==> src/rtl/in_port_fifo.sv <==
// in_port_fifo: input-port FIFO between an external producer and the datapath
// "in" instruction. Words are pushed with a valid/ready handshake and popped by
// rd_en; the popped word is registered onto port_data and held until the next pop.
// Optional feature: define IN_PORT_UNDERFLOW_FLAG_EN to add a sticky 'underflow'
// output that records any pop attempted while the FIFO was empty.
module in_port_fifo #(
  parameter int WIDTH = 32,
  parameter int DEPTH = 4
) (
  input  logic                   clock,
  input  logic                   reset,
  input  logic                   stop,
  input  logic [WIDTH-1:0]       ext_data,
  input  logic                   ext_valid,
  output logic                   ext_ready,
  input  logic                   rd_en,
  output logic [WIDTH-1:0]       port_data,
  output logic                   empty,
  output logic                   full,
  output logic [$clog2(DEPTH):0] count
`ifdef IN_PORT_UNDERFLOW_FLAG_EN
  ,
  output logic                   underflow
`endif
);

  localparam int AW = $clog2(DEPTH);
  localparam int CW = AW + 1;

  // Storage is deliberately not reset: unread words are discarded by clearing
  // the pointers and count, so stale contents are never observable.
  logic [WIDTH-1:0] mem_q [DEPTH];

  logic [AW-1:0]    wr_ptr_q, wr_ptr_d;
  logic [AW-1:0]    rd_ptr_q, rd_ptr_d;
  logic [CW-1:0]    count_q, count_d;
  logic [WIDTH-1:0] data_q, data_d;
  logic             empty_q, empty_d;
  logic             full_q, full_d;
  logic             push_s;
  logic             pop_s;

  // Ready depends on the registered full flag and the live halt input.
  assign ext_ready = !full_q && !stop;

  // Next-state computation for pointers, occupancy, status flags and output word.
  always_comb begin
    push_s   = ext_valid && ext_ready;
    pop_s    = rd_en && !empty_q && !stop;
    wr_ptr_d = wr_ptr_q;
    rd_ptr_d = rd_ptr_q;
    data_d   = data_q;
    count_d  = count_q;

    if (push_s) begin
      wr_ptr_d = wr_ptr_q + AW'(1'b1);
    end else begin
      wr_ptr_d = wr_ptr_q;
    end

    // Only a non-empty FIFO pops, so the same-cycle push word never passes through.
    if (pop_s) begin
      rd_ptr_d = rd_ptr_q + AW'(1'b1);
      data_d   = mem_q[rd_ptr_q];
    end else begin
      rd_ptr_d = rd_ptr_q;
      data_d   = data_q;
    end

    case ({push_s, pop_s})
      2'b10:   count_d = count_q + CW'(1'b1);
      2'b01:   count_d = count_q - CW'(1'b1);
      default: count_d = count_q;
    endcase

    // Status is derived from occupancy, never from pointer equality.
    empty_d = (count_d == CW'(1'b0));
    full_d  = (count_d == CW'(DEPTH));
  end

  // Word storage write on an accepted push.
  always_ff @(posedge clock) begin
    if (push_s) begin
      mem_q[wr_ptr_q] <= ext_data;
    end
  end

  // Control and output registers with asynchronous clear.
  always_ff @(posedge clock or negedge reset) begin
    if (!reset) begin
      wr_ptr_q <= '0;
      rd_ptr_q <= '0;
      count_q  <= '0;
      data_q   <= '0;
      empty_q  <= 1'b1;
      full_q   <= 1'b0;
    end else begin
      wr_ptr_q <= wr_ptr_d;
      rd_ptr_q <= rd_ptr_d;
      count_q  <= count_d;
      data_q   <= data_d;
      empty_q  <= empty_d;
      full_q   <= full_d;
    end
  end

  assign port_data = data_q;
  assign empty     = empty_q;
  assign full      = full_q;
  assign count     = count_q;

`ifdef IN_PORT_UNDERFLOW_FLAG_EN
  logic underflow_q, underflow_d;

  // Sticky flag: any pop attempt on an empty, running FIFO sets it until reset.
  always_comb begin
    underflow_d = underflow_q;
    if (rd_en && empty_q && !stop) begin
      underflow_d = 1'b1;
    end else begin
      underflow_d = underflow_q;
    end
  end

  // Underflow register, cleared only by reset.
  always_ff @(posedge clock or negedge reset) begin
    if (!reset) begin
      underflow_q <= 1'b0;
    end else begin
      underflow_q <= underflow_d;
    end
  end

  assign underflow = underflow_q;
`else
  // Default build: no underflow tracking.
`endif

endmodule
==> config.mk <==
export PLATFORM = sky130hd
export DESIGN_NAME = in_port_fifo
export DESIGN_NICKNAME = d
export VERILOG_FILES = /design/src/rtl/in_port_fifo.sv
export SDC_FILE = /design/constraint.sdc
export NUM_CORES = 1
export LEC_CHECK = 0
export BUFFER_PORTS_ARGS = -buffer_cell sky130_fd_sc_hd__buf_2
export CAP_MARGIN = 20
export CORE_MARGIN = 1.5
export CORE_UTILIZATION = 55
export CTS_BUF_LIST = sky130_fd_sc_hd__clkbuf_4
export CTS_CLUSTER_SIZE = 16
export DETAILED_ROUTE_END_ITERATION = 10
export PLACE_DENSITY = 0.79
export SLEW_MARGIN = 20
export SYNTH_ARGS = -nofsm -noshare
export SYNTH_HDL_FRONTEND = slang
export SYNTH_SLANG_ARGS = --single-unit
==> constraint.sdc <==
create_clock -name clock -period 2.9 [get_ports clock]
set_input_delay 0.435 -clock clock [delete_from_list [all_inputs] [get_ports clock]]
set_output_delay 0.435 -clock clock [all_outputs]
set_load 0.01 [all_outputs]
==> results.toml, run 1 <==
[outcome]
outcome = "finished with violations"
violations = "DRC"

[power_and_ir_drop]
ir_drop_worst_vdd_v = 0.000694
report.power.total_w = 0.00666
net-switching-power_w = 0.00206
p_int_w = 0.00460
p_per_area_nw_per_um2 = 905
power.sequential.fraction_pct = 51.1
p_comb_share_pct = 27.6
power_switching_share_pct = 30.9
power.clock.fraction_pct = 21.2
power_leakage_nw = 2.88

[synthesis]
synth_seq_area_share_pct = 74.7
synth.distinct_cells = 30
ys.warnings.count = 0
synth-xor-area-share_pct = 0.671
synth-compound-area-share_pct = 7.40
synth_fp_nets = 396
synth_simple_gate_area_share_pct = 3.51
dominant_combinational_cell_family_by_area_after_synthesis = "multiplexers"
synthesis.area_um2 = 6520
ys_ff_latch = 169
syn_avg_cell_area_um2 = 18.5
synthCells = 353
synth.mux.area_fraction_pct = 10.2
post_synthesis_share_of_cell_area_spent_on_full_adders_half_adders_and_majority_gates_pct = 1.27

[clocking]
worst_path_clk_slew_ns = 0.13
clock-sinks = 169
postCtsSetupRepairBufs = 0
cts_root_buffer = "sky130_fd_sc_hd__clkbuf_4"
cts_buffers = 17
clock_insertion_delay_worst_skew_ns = 0.52
clk_path_buf_depth = 2
clock_tree_from_tritoncts = "done"
clock_tree.htree_level_count = 4

[global_routing]
antenna_found_initial = 1
grt_first_pass_wirelength_um = 17800
grt_usage_pct = 19.4
grt_max_degree = 66
grt-ovfl-total = 0
vias_in_the_first_global_route = 3415

[timing]
setup_repair_after_global_routing_missed_its_margin = "no"
slew_headroom_pct = 44.6
hold_viol = 0
finalMaxSlewViolations = 0
period_share_pct = 81.8
worst_pin_slew_ns = 0.831
final.min_clock_period_ns = 2.37
finalSetupViolations = 0
timing.clock.skew_ns = 0.0151
maxClockFrequency_ghz = 0.421
setup_tns_ns = 0

[die]
top_level_ports = 75
dieArea_um2 = 12500
core-area_um2 = 11500
dieWidth_um = 112
initial_utilization_pct = 56.6
core.rowCount = 39
die_extent_in_y_um = 112

[setup_path]
worst_ep_required_time_ns = 3.33
critical_path.endpoint_type = "flip-flop"
crit_type = "reg2reg"
r2r.worst_path.cells = 8
crit_fanout = 6
cp.arrival_ns = 2.80
start_kind = "flip-flop"

[placed_design]
hpwlAfterDp_um = 6780
place.gp.congestion = 0.728
io_buffer_count = 74

[drt]
wl_um = 11400
drt_iter0_markers = 166
first_pass_iters = 8
vias = 3301
route.antenna.remaining_nets = 0
drt-wirelength-per-cell_um = 19.2
drc_errors = 12
via_per_inst = 5.57

[hold_path]
holdCritPathClass = "in2reg"
hold_depth = 1

[final_layout]
area_delta_synth_final_pct = 12.9
post_route_cells_drive_above_1_share_pct = 34.7
insertedDiodeCount = 0
fin_nets = 481
layout.cells.most_common_list = "sky130_fd_sc_hd__edfxtp_1, sky130_fd_sc_hd__buf_2, sky130_fd_sc_hd__mux2i_1"
layout.cells.most_common = "sky130_fd_sc_hd__edfxtp_1"

[run]
max-cap-violations = 0
cells by family (layout without fill, tap and decap cells):
group | after synthesis | count (layout)
AOI/OAI and AO/OA | 35 | 35
xor gates and xnor gates | 5 | 5
adders and majority gates | 6 | 6
buffers and inverters | 23 | 120
DFF | 169 | 169
muxes | 66 | 66
and+or+nand+nor | 49 | 49
sequential cells by signal, indices dropped and copies added (netlist names):
| name | count |
|---|---|
| rd_ptr_q | 2 |
| full | 1 |
| count | 3 |
| mem_q | 128 |
| wr_ptr_q | 2 |
| port_data | 32 |
| empty | 1 |
final cells by class:
cell class | instances | area (um^2)
flip-flops and latches | 169 | 4870
fillers | 808 | 4150
multi-input cells | 161 | 1510
repair buffers | 85 | 475
clock inverters | 14 | 181
well taps | 143 | 179
clock buffers | 17 | 128
inverters | 4 | 20.0
metrics by stage:
stage | hold slack, ns | util, % | cells | instance area (um^2) | setup WS (ns)
floorplan | 0.139 | - | 353 | 6520 | 0.607
global placement | 0.465 | 60.9 | 560 | 7020 | 0.547
detailed placement | 0.478 | 60.9 | 560 | 7020 | 0.420
CTS | 0.0595 | 63.7 | 592 | 7340 | 0.564
global route | 0.0426 | 64.0 | 593 | 7360 | 0.413
finish | 0.114 | 64.0 | 593 | 7360 | 0.527
power groups by stage:
stage          registers, W  logic, W  clock network (W)
5_1_grt             0.00346   0.00200            0.00154
3_5_place_dp        0.00362   0.00168                  0
6_report            0.00341   0.00184            0.00141
2_1_floorplan       0.00346   0.00125                  0
4_1_cts             0.00357   0.00169            0.00145
3_3_place_gp        0.00359   0.00164                  0
per-layer routing:
metal | up-vias | routed length, um | GRT usage, %
met4 | 0 | 116 | 4.87
met5 | - | 0 | 0
met3 | 8 | 522 | 6.26
li1 | 1544 | - | -
met2 | 86 | 5990 | 33.0
met1 | 1663 | 4780 | 24.5
critical path, stage by stage (launching register included):
cell and delay, ns:
sky130_fd_sc_hd__dfrtp_1 0.41, sky130_fd_sc_hd__nor2_1 0.30, sky130_fd_sc_hd__and2_1 0.24, sky130_fd_sc_hd__inv_1 0.06
sky130_fd_sc_hd__ha_1 0.23, sky130_fd_sc_hd__fa_1 0.38, sky130_fd_sc_hd__xnor2_1 0.30, sky130_fd_sc_hd__xnor2_1 0.11
sky130_fd_sc_hd__a31o_2 0.24
path summary, 6_finish.rpt:
path                               start             to  slack, ns
setup reg to reg                    full           full       0.53
max in group asynchronous          reset  port_data[26]       1.66
min in group asynchronous          reset  port_data[17]       0.56
hold / removal               ext_data[7]    mem_q[3][7]       0.11
setup / recovery                    full           full       0.53
hold reg to reg            port_data[20]  port_data[20]       0.50
synth_stat cells:
master                     number  area share [%]
sky130_fd_sc_hd__dfstp_2        1            0.40
sky130_fd_sc_hd__mux2_2         2            0.35
sky130_fd_sc_hd__o221ai_2      29             6.7
sky130_fd_sc_hd__mux2i_1       64             9.8
sky130_fd_sc_hd__nand2_1       34             2.0
sky130_fd_sc_hd__nor4bb_1       1            0.15
sky130_fd_sc_hd__dfrtp_1       40              15
sky130_fd_sc_hd__nand2_4        1            0.17
sky130_fd_sc_hd__xnor2_1        5            0.67
sky130_fd_sc_hd__a21oi_1        1           0.077
sky130_fd_sc_hd__and3_1         4            0.38
sky130_fd_sc_hd__clkinv_4       1            0.13
sky130_fd_sc_hd__and2_1         1           0.096
sky130_fd_sc_hd__nor2_1         2            0.12
sky130_fd_sc_hd__fa_1           1            0.31
sky130_fd_sc_hd__or2_1          1           0.096
sky130_fd_sc_hd__buf_6          6             1.0
sky130_fd_sc_hd__edfxtp_1     128              59
sky130_fd_sc_hd__inv_1          3            0.17
sky130_fd_sc_hd__nor3b_1        1            0.12
sky130_fd_sc_hd__or3b_1         1            0.13
sky130_fd_sc_hd__buf_4          2            0.23
sky130_fd_sc_hd__o221ai_1       3            0.40
sky130_fd_sc_hd__nand2b_2       1            0.13
sky130_fd_sc_hd__o21a_1         1            0.12
sky130_fd_sc_hd__ha_1           5            0.96
sky130_fd_sc_hd__a31o_2         1            0.13
sky130_fd_sc_hd__buf_2          6            0.46
sky130_fd_sc_hd__clkbuf_1       5            0.29
sky130_fd_sc_hd__nor3_1         2            0.15
what timing repair did:
action                                 in CTS  in global routing
endpoints found under the hold margin      28                  0
resized for setup                           0                  0
hold buffers                                1                  0
(Power assumes the default switching activity.)
==> run 2, diff against run 1 <==
Settings changed: ABC_AREA set to 1, PLACE_DENSITY 0.79 to 0.78.
Clock period 2.9 ns to 2.21 ns, I/O delays scaled along.
==> run 2 against run 1 <==
The flow now finishes without violations. Largest cell class unchanged. Sequential cell count unchanged. Via count increased by 48%. Critical path type unchanged. Clock power rose by 23%. Synthesized area increased by 9.1%. Die area is 8.9% higher.
==> results.toml, run 2 <==
[synthesis]
ys_ff_latch = 169
synth-xor-area-share_pct = 0.492
ys.warnings.count = 0
dominantRegCellSynth = "sky130_fd_sc_hd__edfxtp_1"
top_post_synthesis_cells_by_count = "sky130_fd_sc_hd__nand2_1, sky130_fd_sc_hd__inv_1, sky130_fd_sc_hd__edfxtp_1"
synth.mux.area_fraction_pct = 0
synth.distinct_cells = 20
syn_avg_cell_area_um2 = 10.3
synth_fp_nets = 736
synth_simple_gate_area_share_pct = 19.2
synth_seq_area_share_pct = 68.4
synth-compound-area-share_pct = 0.211
dominant_combinational_cell_family_by_area_after_synthesis = "simple AND/OR/NAND/NOR gates"
ffs_w_async_s_r_synth_pct = 24.3
synthCells = 693
edff_count_synth = 128
yosysMostFrequentCell = "sky130_fd_sc_hd__nand2_1"
synth_largest_area_cell = "sky130_fd_sc_hd__edfxtp_1"
post_synthesis_share_of_cell_area_spent_on_full_adders_half_adders_and_majority_gates_pct = 1.16
synth_top_area_share_pct = 54.0
synth.area.top_cells = "sky130_fd_sc_hd__edfxtp_1, sky130_fd_sc_hd__dfrtp_1, sky130_fd_sc_hd__nand2_1"
synthesis.area_um2 = 7120

[final_layout]
top_reg_by_flops = "mem_q"
area_delta_synth_final_pct = 16.4
layout.cells.most_common_list = "sky130_fd_sc_hd__nand2_1, sky130_fd_sc_hd__inv_1, sky130_fd_sc_hd__edfxtp_1"
layout.cells.most_common = "sky130_fd_sc_hd__nand2_1"
layout.filler_cells = 988
post_route_cells_drive_above_1_share_pct = 16.0
largest_register_ffs = 128
fin_nets = 850

[clocking]
clock-sinks = 169
postCtsSetupRepairBufs = 0
cts_root_buffer = "sky130_fd_sc_hd__clkbuf_4"
clock_insertion_delay_worst_skew_ns = 0.55
cts_buffers = 17
postCtsResizedCells = 0
clock_tree.htree_level_count = 4
clock_tree_from_tritoncts = "done"
clk_path_buf_depth = 2
worst_path_clk_slew_ns = 0.13

[drt]
drt-wirelength-per-cell_um = 14.0
first_pass_iters = 5
wl_um = 13900
vias = 4884
drc_errors = 0
drt_iter0_markers = 339
route.antenna.remaining_nets = 0
via_per_inst = 4.92

[timing]
setup_repair_after_global_routing_missed_its_margin = "no"
setup_ws_ns = 0.298
timing.clock.skew_ns = 0.0135
period_share_pct = 86.5
worst_pin_slew_ns = 0.799
finalMaxSlewViolations = 0
maxClockFrequency_ghz = 0.523
finalSetupViolations = 0
setup_tns_ns = 0
slew_headroom_pct = 46.8
final.min_clock_period_ns = 1.91
hold_viol = 0

[die]
core-area_um2 = 12600
die_extent_in_y_um = 117
core.rowCount = 41
initial_utilization_pct = 56.4
top_level_ports = 75
dieWidth_um = 117
dieArea_um2 = 13600

[setup_path]
cp.arrival_ns = 2.40
worst_ep_required_time_ns = 2.69
critical_path.endpoint_type = "flip-flop"
crit_type = "reg2reg"
crit_fanout = 3
start_kind = "flip-flop"

[placed_design]
detailedPlace.worstSlack_ns = 0.270
io_buffer_count = 74
place.gp.congestion = 0.807
hpwlAfterDp_um = 8170

[global_routing]
grt_first_pass_wirelength_um = 22100
antenna_found_initial = 1
grt_usage_pct = 22.0
grt_max_degree = 67
grt-ovfl-total = 0
vias_in_the_first_global_route = 4792

[power_and_ir_drop]
power_leakage_nw = 4.01
report.power.total_w = 0.00910
ir_drop_worst_vdd_v = 0.000550
p_per_area_nw_per_um2 = 1100

[hold_path]
holdCritPathClass = "in2reg"

[run]
max-cap-violations = 0

[outcome]
outcome = "complete, no violations"
-- run 2: per-stage QoR --
stage | hold WS [ns] | utilization, % | instance area (um^2) | cells
3_5_place_dp | 0.453 | 60.8 | 7670 | 927
2_1_floorplan | 0.0359 | - | 7120 | 693
3_3_place_gp | 0.436 | 60.8 | 7670 | 927
6_report | 0.328 | 65.7 | 8290 | 993
5_1_grt | 0.292 | 65.7 | 8290 | 993
4_1_cts | 0.292 | 65.7 | 8290 | 992
-- run 2: layout make-up --
class                   count  area, um^2  area share, %
diodes                      1        2.50         0.0302
clock buffers              18         135           1.63
inverters                 146         548           6.61
repair buffers            122         838           10.1
well taps                 172         215           2.60
flip-flops and latches    169        4870           58.8
multi-input cells         351        1530           18.5
clock inverters            14         149           1.80
-- run 2: final timing paths --
path / start / endpoint / slack, ns / cells past startpoint
min in group asynchronous: reset / port_data[16] / 0.39 / 2
max in group asynchronous: reset / port_data[31] / 1.16 / 3
worst max-delay path: full / empty / 0.30 / 7
worst min register to register: port_data[13] / port_data[13] / 0.49 / 2
worst min-delay path: ext_valid / wr_ptr_q[0] / 0.33 / 4
worst max register to register: full / empty / 0.30 / 7
-- run 2: timing repair --
action                                 4_1_cts  5_1_grt
endpoints found under the hold margin      158        0
setup endpoints to repair                    0        0
hold buffers                                33        0
-- run 2: logic make-up after synthesis --
logic type / after synthesis
buffers and inverters: 173
xor gates and xnor gates: 4
and+or+nand+nor: 338
AOI/OAI and AO/OA: 3
adders and majority gates: 6
DFF: 169
-- run 2: critical path: stages (launching register included) --
cell and delay, ns:
sky130_fd_sc_hd__dfrtp_1 0.40, sky130_fd_sc_hd__nor2_1 0.16, sky130_fd_sc_hd__nand2_1 0.12, sky130_fd_sc_hd__ha_1 0.26, sky130_fd_sc_hd__fa_1 0.43, sky130_fd_sc_hd__o21ai_0 0.24
sky130_fd_sc_hd__nand2_1 0.11, sky130_fd_sc_hd__nor2_1 0.14
-- run 2: power by group --
part	leakage [nW]	switching, W	internal, W
registers	1.66	0.000305	0.00404
clock network	0.136	0.00106	0.000686
logic	2.21	0.00195	0.00106
-- run 2: layer usage --
metal  up-vias  routed length, um  part of all wire [%]  global-route usage [%]
li1       2363                  -                     -                       -
met1      2324               5610                    40                    26.4
met2       174               7270                    52                    38.2
met3        23                838                   6.0                    5.41
met4         0                209                   1.5                    9.64
met5         -                  0                     0                       0
==> run 3, diff against run 2 <==
Clock period 2.21 ns to 2.4 ns, I/O delays scaled along.
==> run 3 against run 2 <==
Routed wire length up 0.91%. Critical path type unchanged. Combinational power down 7.6%. Non-clock buffer count down 3. Highest routed layer unchanged. Critical endpoint is now full. Die area unchanged.
==> results.toml, run 3 (synthesis results as in run 2) <==
[setup_path]
reg2reg_to = "full"
cp.arrival_ns = 2.38
critical_path.endpoint_type = "flip-flop"
path_buf_inv = 2
rrSetupSlack_ns = 0.51
worstReg2RegStart = "empty"
crit_path_max_cell_delay_ns = 0.55
crit_fanout = 3
crit_path_cell_trace = "inv_1, nand3_4, inv_2, ha_1, fa_1, o21ai_0, nand2_1, a21oi_1"
crit_type = "reg2reg"
path_delay_family = "adder cells"
startpoint = "empty"
worst_ep_required_time_ns = 2.88
start_kind = "flip-flop"
r2r.worst_path.cells = 8
critical-path-slowest-cell = "sky130_fd_sc_hd__dfstp_2"

[hold_path]
hold_depth = 4
hold_path_end = "wr_ptr_q[0]"
holdCritPathClass = "in2reg"
hp-start = "ext_valid"

[die]
dieWidth_um = 117
initial_utilization_pct = 56.4
core-area_um2 = 12600
top_level_ports = 75
dieArea_um2 = 13600
die_extent_in_y_um = 117
core.rowCount = 41

[timing]
final.min_clock_period_ns = 1.89
timing.hold.ws_ns = 0.309
slew_headroom_pct = 47.4
setup_repair_after_global_routing_missed_its_margin = "no"
setup_ws_ns = 0.507
timing.clock.skew_ns = 0.0199
hold_viol = 0
period_share_pct = 78.9
finalSetupViolations = 0
setup_tns_ns = 0
worst_pin_slew_ns = 0.788
finalMaxSlewViolations = 0
maxClockFrequency_ghz = 0.528

[clocking]
postCtsSetupRepairBufs = 0
cts_buffers = 17
worst_path_clk_slew_ns = 0.12
clock-sinks = 169
clk_path_buf_depth = 2
hold_buffers = 31
clock_tree.htree_level_count = 4
postCtsResizedCells = 0
clock_insertion_delay_worst_skew_ns = 0.56
cts_root_buffer = "sky130_fd_sc_hd__clkbuf_4"
clock_tree_from_tritoncts = "done"

[global_routing]
antenna_found_initial = 1
grt_first_pass_wirelength_um = 22400
vias_in_the_first_global_route = 4731
grt_max_degree = 65
grt-ovfl-total = 0
grt_usage_pct = 22.4

[final_layout]
post_route_cells_drive_above_1_share_pct = 15.3
multi_input_comb_area_um2 = 1530
ff_latch_area_um2 = 4870
largest_register_ffs = 128
fin_nets = 847
layout.filler_cells = 1009
instances_no_fill = 990
area_delta_synth_final_pct = 15.6
top_reg_by_flops = "mem_q"
layout.cells.most_common_list = "sky130_fd_sc_hd__nand2_1, sky130_fd_sc_hd__inv_1, sky130_fd_sc_hd__edfxtp_1"
layout.cells.most_common = "sky130_fd_sc_hd__nand2_1"

[drt]
vias = 4802
via_per_inst = 4.85
first_pass_iters = 7
route.antenna.remaining_nets = 0
drt-wirelength-per-cell_um = 14.2
drt_iter0_markers = 324
wl_um = 14000
drc_errors = 0

[power_and_ir_drop]
power_switching_share_pct = 36.3
power.sequential.fraction_pct = 48.4
report.power.total_w = 0.00816
p_int_w = 0.00520
net-switching-power_w = 0.00296
ir_drop_worst_vdd_v = 0.000484
p_comb_share_pct = 34.1
power.clock.fraction_pct = 17.5
p_per_area_nw_per_um2 = 991
power_leakage_nw = 3.99

[placed_design]
placedCellCount = 924
io_buffer_count = 74
place.gp.congestion = 0.750
hpwlAfterDp_um = 8360
detailedPlace.worstSlack_ns = 0.419

[run]
max-cap-violations = 0

[outcome]
outcome = "complete, no violations"
-- run 3: stage by stage --
stage	util (%)	area, um^2
after global routing	65.2	8230
after detailed placement	60.7	7660
after floorplan	-	7120
after global placement	60.7	7660
after CTS	65.1	8210
final	65.2	8230
-- run 3: per-layer routing --
| layer | vias up | routed length, um | global-route usage [%] |
|---|---|---|---|
| met4 | 0 | 350 | 11.2 |
| met5 | - | 0 | 0 |
| met1 | 2272 | 5710 | 27.3 |
| met3 | 28 | 799 | 4.84 |
| li1 | 2356 | - | - |
| met2 | 146 | 7190 | 38.1 |
-- run 3: worst max path at each step --
stage	to	slack, ns	cells past startpoint
2_1_floorplan	mem_q[0][0]	-0.24	3
3_3_place_gp	full	0.54	8
3_5_place_dp	full	0.42	8
4_1_cts	full	0.49	8
5_1_grt	full	0.39	8
6_report	full	0.51	8
-- run 3: worst reg2reg max path: stages, from the launching register on --
cell and delay, ns:
sky130_fd_sc_hd__dfstp_2 0.55, sky130_fd_sc_hd__inv_1 0.06, sky130_fd_sc_hd__nand3_4 0.06, sky130_fd_sc_hd__inv_2 0.04
sky130_fd_sc_hd__ha_1 0.21, sky130_fd_sc_hd__fa_1 0.44, sky130_fd_sc_hd__o21ai_0 0.24, sky130_fd_sc_hd__nand2_1 0.10
sky130_fd_sc_hd__a21oi_1 0.13
-- run 3: power groups by stage --
stage	logic (W)	clock network, W	registers (W)
after floorplan	0.00186	0	0.00415
after global placement	0.00263	0	0.00399
after detailed placement	0.00275	0	0.00402
after CTS	0.00280	0.00146	0.00396
after global routing	0.00315	0.00158	0.00401
final	0.00278	0.00143	0.00395
-- run 3: final cells by class --
type	count	area share (%)
well taps	172	2.61
clock buffers	20	1.82
repair buffers	119	10.1
diodes	1	0.0304
multi-input cells	351	18.6
flip-flops and latches	169	59.2
inverters	146	6.66
clock inverters	12	1.05
